### config.mk
export PLATFORM = sky130hd
export DESIGN_NAME = sdram_arbiter
export DESIGN_NICKNAME = d
export VERILOG_FILES = /design/src/rtl/sdram_arbiter.sv
export SDC_FILE = /design/constraint.sdc
export NUM_CORES = 1
export LEC_CHECK = 0
export CAP_MARGIN = 30
export CELL_PAD_IN_SITES_DETAIL_PLACEMENT = 1
export CELL_PAD_IN_SITES_GLOBAL_PLACEMENT = 2
export CORE_MARGIN = 2
export CORE_UTILIZATION = 10
export CTS_CLUSTER_SIZE = 40
export DETAILED_ROUTE_END_ITERATION = 10
export GPL_ROUTABILITY_DRIVEN = 0
export PLACE_DENSITY = 0.95
export SYNTH_ARGS = -nofsm -noshare
export SYNTH_HDL_FRONTEND = slang
export SYNTH_SLANG_ARGS = --single-unit
export TNS_END_PERCENT = 5
### constraint.sdc
create_clock -name clk_i -period 8.4 [get_ports clk_i]
set_input_delay 1.68 -clock clk_i [delete_from_list [all_inputs] [get_ports clk_i]]
set_output_delay 1.68 -clock clk_i [all_outputs]
set_load 0.05 [all_outputs]
### src/rtl/sdram_arbiter.sv
// Two-master Wishbone pipelined arbiter in front of the SDRAM controller slave port.
// Ownership lasts a whole bus cycle; an outstanding-request counter routes acks and throttles strobes.
module sdram_arbiter #(
  parameter int AWIDTH  = 26,
  parameter int DWIDTH  = 32,
  parameter int MAX_OUT = 4
) (
  input  logic                  clk_i,
  input  logic                  rst_i,
  // master 0 (CPU)
  input  logic                  m0_cyc_i,
  input  logic                  m0_stb_i,
  input  logic                  m0_we_i,
  input  logic [DWIDTH/8-1:0]   m0_sel_i,
  input  logic [AWIDTH-1:0]     m0_adr_i,
  input  logic [DWIDTH-1:0]     m0_dat_i,
  output logic                  m0_ack_o,
  output logic                  m0_stall_o,
  output logic [DWIDTH-1:0]     m0_dat_o,
  // master 1 (DMA / video)
  input  logic                  m1_cyc_i,
  input  logic                  m1_stb_i,
  input  logic                  m1_we_i,
  input  logic [DWIDTH/8-1:0]   m1_sel_i,
  input  logic [AWIDTH-1:0]     m1_adr_i,
  input  logic [DWIDTH-1:0]     m1_dat_i,
  output logic                  m1_ack_o,
  output logic                  m1_stall_o,
  output logic [DWIDTH-1:0]     m1_dat_o,
  // SDRAM controller slave port
  output logic                  s_cyc_o,
  output logic                  s_stb_o,
  output logic                  s_we_o,
  output logic [DWIDTH/8-1:0]   s_sel_o,
  output logic [AWIDTH-1:0]     s_adr_o,
  output logic [DWIDTH-1:0]     s_dat_o,
  input  logic [DWIDTH-1:0]     s_dat_i,
  input  logic                  s_ack_i,
  input  logic                  s_stall_i,
  output logic                  ovf_err_o
);

  localparam int CW = $clog2(MAX_OUT + 1);
  localparam logic [CW-1:0] MAX_C = CW'(MAX_OUT);

  typedef enum logic [1:0] {S_IDLE, S_GRANT0, S_GRANT1, S_DRAIN} state_t;

  state_t        state_q, state_d, cur_state;
  logic [CW-1:0] count_q, count_d;
  logic          last_grant_q, last_grant_d;
  logic          ovf_q, ovf_d;
  logic          gnt1, own_cyc, own_stb, limit, accept;

  // Outputs fall back to the idle view while reset is held.
  assign cur_state = rst_i ? S_IDLE : state_q;
  assign gnt1      = (cur_state == S_GRANT1) || ((cur_state == S_DRAIN) && last_grant_q);
  assign own_cyc   = gnt1 ? m1_cyc_i : m0_cyc_i;
  assign own_stb   = gnt1 ? m1_stb_i : m0_stb_i;
  assign limit     = (count_q == MAX_C);

  assign s_adr_o   = gnt1 ? m1_adr_i : m0_adr_i;
  assign s_we_o    = gnt1 ? m1_we_i  : m0_we_i;
  assign s_sel_o   = gnt1 ? m1_sel_i : m0_sel_i;
  assign s_dat_o   = gnt1 ? m1_dat_i : m0_dat_i;
  assign m0_dat_o  = s_dat_i;
  assign m1_dat_o  = s_dat_i;
  assign ovf_err_o = ovf_q;

  always_comb begin
    state_d      = state_q;
    last_grant_d = last_grant_q;
    s_cyc_o      = 1'b0;
    s_stb_o      = 1'b0;
    m0_stall_o   = 1'b1;
    m1_stall_o   = 1'b1;
    m0_ack_o     = 1'b0;
    m1_ack_o     = 1'b0;
    case (cur_state)
      S_IDLE: begin
        if (m0_cyc_i && (!m1_cyc_i || last_grant_q)) begin
          state_d      = S_GRANT0;
          last_grant_d = 1'b0;
        end else if (m1_cyc_i) begin
          state_d      = S_GRANT1;
          last_grant_d = 1'b1;
        end
      end
      S_GRANT0, S_GRANT1: begin
        s_cyc_o = 1'b1;
        // A strobe is only forwarded while the owner still holds cyc.
        s_stb_o = own_cyc && own_stb && !limit;
        if (gnt1) begin
          m1_stall_o = s_stall_i || limit;
          m1_ack_o   = s_ack_i;
        end else begin
          m0_stall_o = s_stall_i || limit;
          m0_ack_o   = s_ack_i;
        end
        if (!own_cyc) state_d = (count_d != '0) ? S_DRAIN : S_IDLE;
      end
      S_DRAIN: begin
        s_cyc_o  = 1'b1;
        m1_ack_o = s_ack_i && gnt1;
        m0_ack_o = s_ack_i && !gnt1;
        if (count_d == '0) state_d = S_IDLE;
      end
      default: state_d = S_IDLE;
    endcase
  end

  assign accept = s_stb_o && !s_stall_i;

  always_comb begin
    count_d = count_q;
    ovf_d   = ovf_q;
    if (accept && !s_ack_i) begin
      count_d = count_q + CW'(1);
    end else if (!accept && s_ack_i) begin
      if (count_q == '0) ovf_d = 1'b1;
      else               count_d = count_q - CW'(1);
    end
  end

  always_ff @(posedge clk_i) begin
    if (rst_i) begin
      state_q      <= S_IDLE;
      count_q      <= '0;
      last_grant_q <= 1'b1;
      ovf_q        <= 1'b0;
    end else begin
      state_q      <= state_d;
      count_q      <= count_d;
      last_grant_q <= last_grant_d;
      ovf_q        <= ovf_d;
    end
  end

endmodule

==> reports/summary.txt, run 1 <==
Status -> finished, final reports clean
Root Driver -> clkbuf_16
Post-Synth Adder-Cell Area -> 4.569%
Reg2reg start -> state_q[0]
Clock sinks -> 7
Cell count after placement -> 709
Slowest CP cell -> clkdlybuf4s50_1
Min-delay worst type -> reg2reg
Post-CTS setup buffer count -> 0
Final slew viol count -> 0
Yosys Warn Count -> 0
IO Count -> 300
RSZ-0062 raised after global routing -> no
Final #Nets -> 653
Die X -> 142.5 µm
CTS H-tree depth -> 1
Die Y -> 142.5 µm
Antenna cells -> 0
Clock transition at the registers of the reported paths -> 0.04 ns
GRT Total Usage -> 8.461%
Critical Path Source Type -> input port
Crit-path max FO -> 67
Post-synth top area share -> 37.99%
Netlist Area Pre-Place -> 1917 µm²
Power Internal -> 0.3671 mW
Hold_buf cts -> 0
Post-synthesis sequential area ratio -> 7.311%
Syn Inst Count -> 350
Synth cell types -> 36
Post-Synth XOR/XNOR Area -> 0.4569%
Commonest cells in the netlist -> nand2_1, buf_4, clkbuf_1, inv_1
Critical path type -> in2out
Die area -> 20290 µm²
Drt drc -> 0
Initial antenna violation count -> 0
Leak -> 1.685 nW
GR Overflow Total -> 0
CTS tree -> yes
Routed Antenna Nets -> 0
Final setup fails -> 0
Post-synth EDFFs -> 0
Clk pwr share -> 9.9%
Worst min-delay path startpoint -> ovf_err_o
Buffers on Ports -> 203
Critical path cell sequence -> clkdlybuf4s50_1 > nand2b_1 > inv_1 > ha_1 > a21o_4 > mux2i_4 > nor2b_1 > clkdlybuf4s50_1
Layout cells sized above 1 -> 3.549%
TritonCTS buffer count -> 3
Setup_tns -> 0 ns
Largest net degree at the start of global routing -> 68
Post-DP HPWL -> 7.422 mm
Via Count -> 2597
Reg2Reg Capture Point -> state_q[1]
WL per Instance -> 13.05 µm
Synth Area in Simple Gates -> 45.23%
Sw Ratio -> 57.05%
Area delta synth->final -> 98.56%
Critical Path RT -> 6.72 ns
Clock Latency Late Sink -> 0.24 ns
Async SR Flop Fraction -> 0%
Fillcell total -> 2314
Core area -> 18770 µm²
Reg2Reg Depth -> 10
Data arrival time of the critical path -> 4.98 ns
Drt first pass iters -> 3
First-pass GRT wire length -> 13.70 mm
Hold depth -> 2
Dominant cells by area after synthesis -> nand2_1, buf_4, dfxtp_1
# resized after CTS -> 0
Post-synthesis compound-gate area fraction -> 9.269%
Synth Net Count -> 523
# rows -> 50
Measured slew at the worst slew-check pin -> 0.7623 ns
Slew margin rel. -> 49.18%
Power share of the combinational group -> 83.3%
CP dominant cell by count -> clkdlybuf4s50_1
Vias in the first global route -> 2640
Reg-to-reg slack, setup -> 5.31 ns
Dominant synthesized flop cell -> dfxtp_1
DRT iter0 DRCs -> 55
Pwr Density -> 224.6 nW/µm²
CTS Buffer Depth -> 2
Layout Skew -> 0.002349 ns
Final wirelength -> 9.302 mm
Flop pwr share -> 6.8%
Vias per cell -> 3.642
Max-cap violations -> 0
Non-filler instance count after layout -> 713
Count of final hold-check violations -> 0
Min Tclk post-route -> 6.663 ns
Psw -> 0.4876 mW
Most common cell in the netlist -> nand2_1
Largest family of logic cells by synthesized area -> simple AND/OR/NAND/NOR gates
Fin crit share -> 79.33%
Mapped Avg Cell Area -> 5.477 µm²
Max VDD drop -> 0.1269 mV
Hold Path End -> ovf_err_o
Starting density of the core -> 10.21%
Largest area contributor in the netlist -> nand2_1
Slowest stage delay, CP -> 0.81 ns
FMAX -> 150.1 MHz
Crit end category -> output pin
Synthesized flop and latch total -> 7
Post-synthesis mux area share -> 3.003%
==> per-layer routing <==
metal / up-vias / part of all wire (%) / track usage (%)
met1: 1146 / 38 / 9.207
met5: - / 0 / 0
li1: 1273 / - / -
met4: 0 / 3.2 / 3.700
met3: 28 / 12 / 3.634
met2: 150 / 47 / 14.32
==> worst max-delay path: cells and delay by family <==
family                   cells  cell delay [ns]
adder cells (fa/ha/maj)      1             0.28
multiplexers                 1             0.43
AND/OR/NAND/NOR              2             0.48
AO/OA/AOI/OAI                1             0.61
buffers and inverters        3             1.49
==> how the worst max path moves through the flow <==
stage | from | endpoint | slack, ns | cells after the start
5_1_grt | rst_i | s_stb_o | 1.39 | 8
2_1_floorplan | rst_i | s_stb_o | 3.10 | 7
4_1_cts | rst_i | s_stb_o | 1.62 | 8
6_report | rst_i | s_stb_o | 1.74 | 8
3_5_place_dp | rst_i | s_stb_o | 1.64 | 8
3_3_place_gp | rst_i | s_stb_o | 1.72 | 8
==> flip-flops by register name (all words and copies together), names as in the netlist <==
register and count:
count_q 3, ovf_err_o 1, state_q 2, last_grant_q 1
==> placed cells by master (no fill, tap or decap), types with 4 or more instances in the layout <==
cell and n:
o21ai_0 4, clkdlybuf4s50_1 203, nand2_1 194, inv_1 10, nor2_1 7, ha_1 7
a21oi_1 4, nand2b_1 4, dfxtp_1 7
==> through the flow <==
step | setup slack (ns) | utilization, % | hold WS, ns | power [mW] | instance area [µm²]
2_1_floorplan | 3.102 | - | 0.5540 | 0.5958 | 1917
3_3_place_gp | 1.718 | 19.86 | 0.4771 | 0.7752 | 3727
3_5_place_dp | 1.637 | 19.86 | 0.4858 | 0.7768 | 3727
4_1_cts | 1.623 | 20.28 | 0.5029 | 0.8681 | 3806
5_1_grt | 1.388 | 20.28 | 0.5495 | 0.9125 | 3806
6_report | 1.737 | 20.28 | 0.5046 | 0.8547 | 3806
==> layout make-up <==
class / instances / area [µm²] / share of cell area, %
sequential: 7 / 140.1 / 3.682
timing repair buffer: 205 / 2047 / 53.78
inverter: 10 / 37.54 / 0.9862
clock buffer: 4 / 78.83 / 2.071
multi-input combinational: 253 / 1210 / 31.79
tap: 234 / 292.8 / 7.692
==> power by group through the flow <==
| stage | Clock [mW] | Combinational, mW | Sequential [mW] |
|---|---|---|---|
| detailed placement | 0 | 0.718 | 0.0586 |
| CTS | 0.0859 | 0.724 | 0.0584 |
| floorplan | 0 | 0.536 | 0.0598 |
| finish | 0.0843 | 0.712 | 0.0581 |
| global placement | 0 | 0.717 | 0.0581 |
| global route | 0.0872 | 0.765 | 0.0601 |
==> kinds of logic after synthesis <==
group                      Yosys count
and+or+nand+nor                    217
buffers and inverters               90
AOI/OAI and AO/OA                   24
adders and majority gates            7
DFF                                  7
muxes                                4
xor gates and xnor gates             1
Note: power is estimated with default switching activity, not from simulation.
==> inputs of run 2 (changes only) <==
clock period = 6.44 ns   (was 8.4 ns; I/O delays follow)
==> run 2 against run 1 <==
  * Non-clock buffer count grew 1
  * Critical path depth increased by 1
  * First-iteration DRC count did not move
  * Sequential power rose by 31%
  * Sequential share of layout area hardly changed
  * Hold slack lost 0.0076 ns
  * Sequential cell count unchanged
  * Utilization hardly changed
  * Register-to-register slack got worse by 1.8 ns
  * Via count fell by 1.5%
  * Largest power group unchanged
==> reports/summary.txt, run 2 (synthesized netlist as in run 1, its figures left out) <==
RSZ-0062 raised after global routing -> no
IO Count -> 300
Final setup fails -> 0
Initial antenna violation count -> 0
Via Count -> 2559
Max reg flops -> 3
Count of final hold-check violations -> 0
Crit-path max FO -> 35
Die Y -> 142.5 µm
Die X -> 142.5 µm
Layout cells sized above 1 -> 3.750%
Die area -> 20290 µm²
Most frequent cells in the layout -> clkdlybuf4s50_1, nand2_1, inv_1
Status -> finished, final reports clean
Vias in the first global route -> 2502
Critical Path RT -> 5.15 ns
Critical path type -> in2out
Root Driver -> clkbuf_16
# rows -> 50
Fin crit share -> 88.61%
Max VDD drop -> 0.1530 mV
Setup_tns -> 0 ns
DRT iter0 DRCs -> 55
Slowest CP cell -> clkdlybuf4s50_1
Drt first pass iters -> 4
Min-delay worst type -> reg2reg
TritonCTS buffer count -> 3
Crit end category -> output pin
Min Hold Slack -> 0.4971 ns
Routed Antenna Nets -> 0
Leak -> 1.690 nW
FMAX -> 175.2 MHz
Hold_buf cts -> 0
Largest registers -> count_q x3, state_q x2
Area delta synth->final -> 98.96%
Measured slew at the worst slew-check pin -> 0.5571 ns
Drt drc -> 0
CTS H-tree depth -> 1
GRT Total Usage -> 8.414%
# resized after CTS -> 0
CTS tree -> yes
Worst path top cell family by delay -> buffers and inverters
Largest net degree at the start of global routing -> 40
Starting density of the core -> 10.21%
Slowest stage delay, CP -> 0.82 ns
Vias per cell -> 3.584
GR Overflow Total -> 0
Max-cap violations -> 0
Critical Path Source Type -> input port
CTS Buffer Depth -> 2
Min Tclk post-route -> 5.707 ns
Final wirelength -> 9.448 mm
Commonest non-fill, non-tap cell in the layout -> clkdlybuf4s50_1
WL per Instance -> 13.23 µm
Antenna cells -> 0
Top reg by flops -> count_q
First-pass GRT wire length -> 13.65 mm
Final slew viol count -> 0
Critical path buffers and inverters -> 4
Layout Skew -> 0.001547 ns
Buffers on Ports -> 203
Core area -> 18770 µm²
Slew margin rel. -> 62.75%
Critical path cell sequence -> clkdlybuf4s50_1 > nand2b_1 > inv_1 > ha_1 > a21o_4 > buf_4 > nand2_1 > nand2_1 > clkdlybuf4s50_1
Final #Nets -> 654
Post-CTS setup buffer count -> 0
Clock sinks -> 7
Clock transition at the registers of the reported paths -> 0.04 ns
Data arrival time of the critical path -> 4.42 ns
Post-DP HPWL -> 7.794 mm
Clock Latency Late Sink -> 0.23 ns
Pwr Density -> 292.2 nW/µm²
[run 2: cell count changes in the layout (fill, tap and decap cells not counted), sizes merged]
cell / delta
buf: +1
[run 2: worst min-delay path, stage by stage, from the launching register on]
cell and delay [ns]:
dfxtp_1 0.32, a41oi_1 0.05, nor2_1 0.08
[run 2: power breakdown]
group	switching (mW)	internal, mW	total, mW	leakage [nW]
Sequential	0.0163	0.0595	0.0759	0.0579
Combinational	0.591	0.338	0.929	1.59
Clock	0.0267	0.0827	0.109	0.0382
[run 2: metrics by stage]
| stage | area (µm²) | setup WS [ns] | util [%] | cells | total power, mW |
|---|---|---|---|---|---|
| 2_1_floorplan | 1917 | 1.926 | - | 350 | 0.7771 |
| 3_3_place_gp | 3735 | 0.7512 | 19.90 | 710 | 1.007 |
| 3_5_place_dp | 3735 | 0.6793 | 19.90 | 710 | 1.012 |
| 4_1_cts | 3814 | 0.6749 | 20.32 | 714 | 1.129 |
| 5_1_grt | 3814 | 0.5107 | 20.32 | 714 | 1.187 |
| 6_report | 3814 | 0.7334 | 20.32 | 714 | 1.115 |
[run 2: layout make-up]
class	count	area [µm²]
fillers	2310	14950
repair buffers	206	2054
multi-input cells	253	1210
well taps	234	292.8
flip-flops and latches	7	140.1
clock buffers	4	78.83
inverters	10	37.54
[run 2: path summary, 6_finish.rpt]
kind / startpoint / to / slack (ns) / depth (start not counted)
max reg2reg: state_q[0] / state_q[1] / 3.53 / 10
min reg2reg: ovf_err_o / ovf_err_o / 0.50 / 2
min: ovf_err_o / ovf_err_o / 0.50 / 2
max: rst_i / s_adr_o[4] / 0.73 / 9
[run 2: metal layers]
layer  vias up  track usage (%)  wire [µm]
met3        24            3.163       1065
met5         -                0          0
met2       152            14.65       4439
met4         0            2.449        220
met1      1108            9.578       3723
li1       1275                -          -
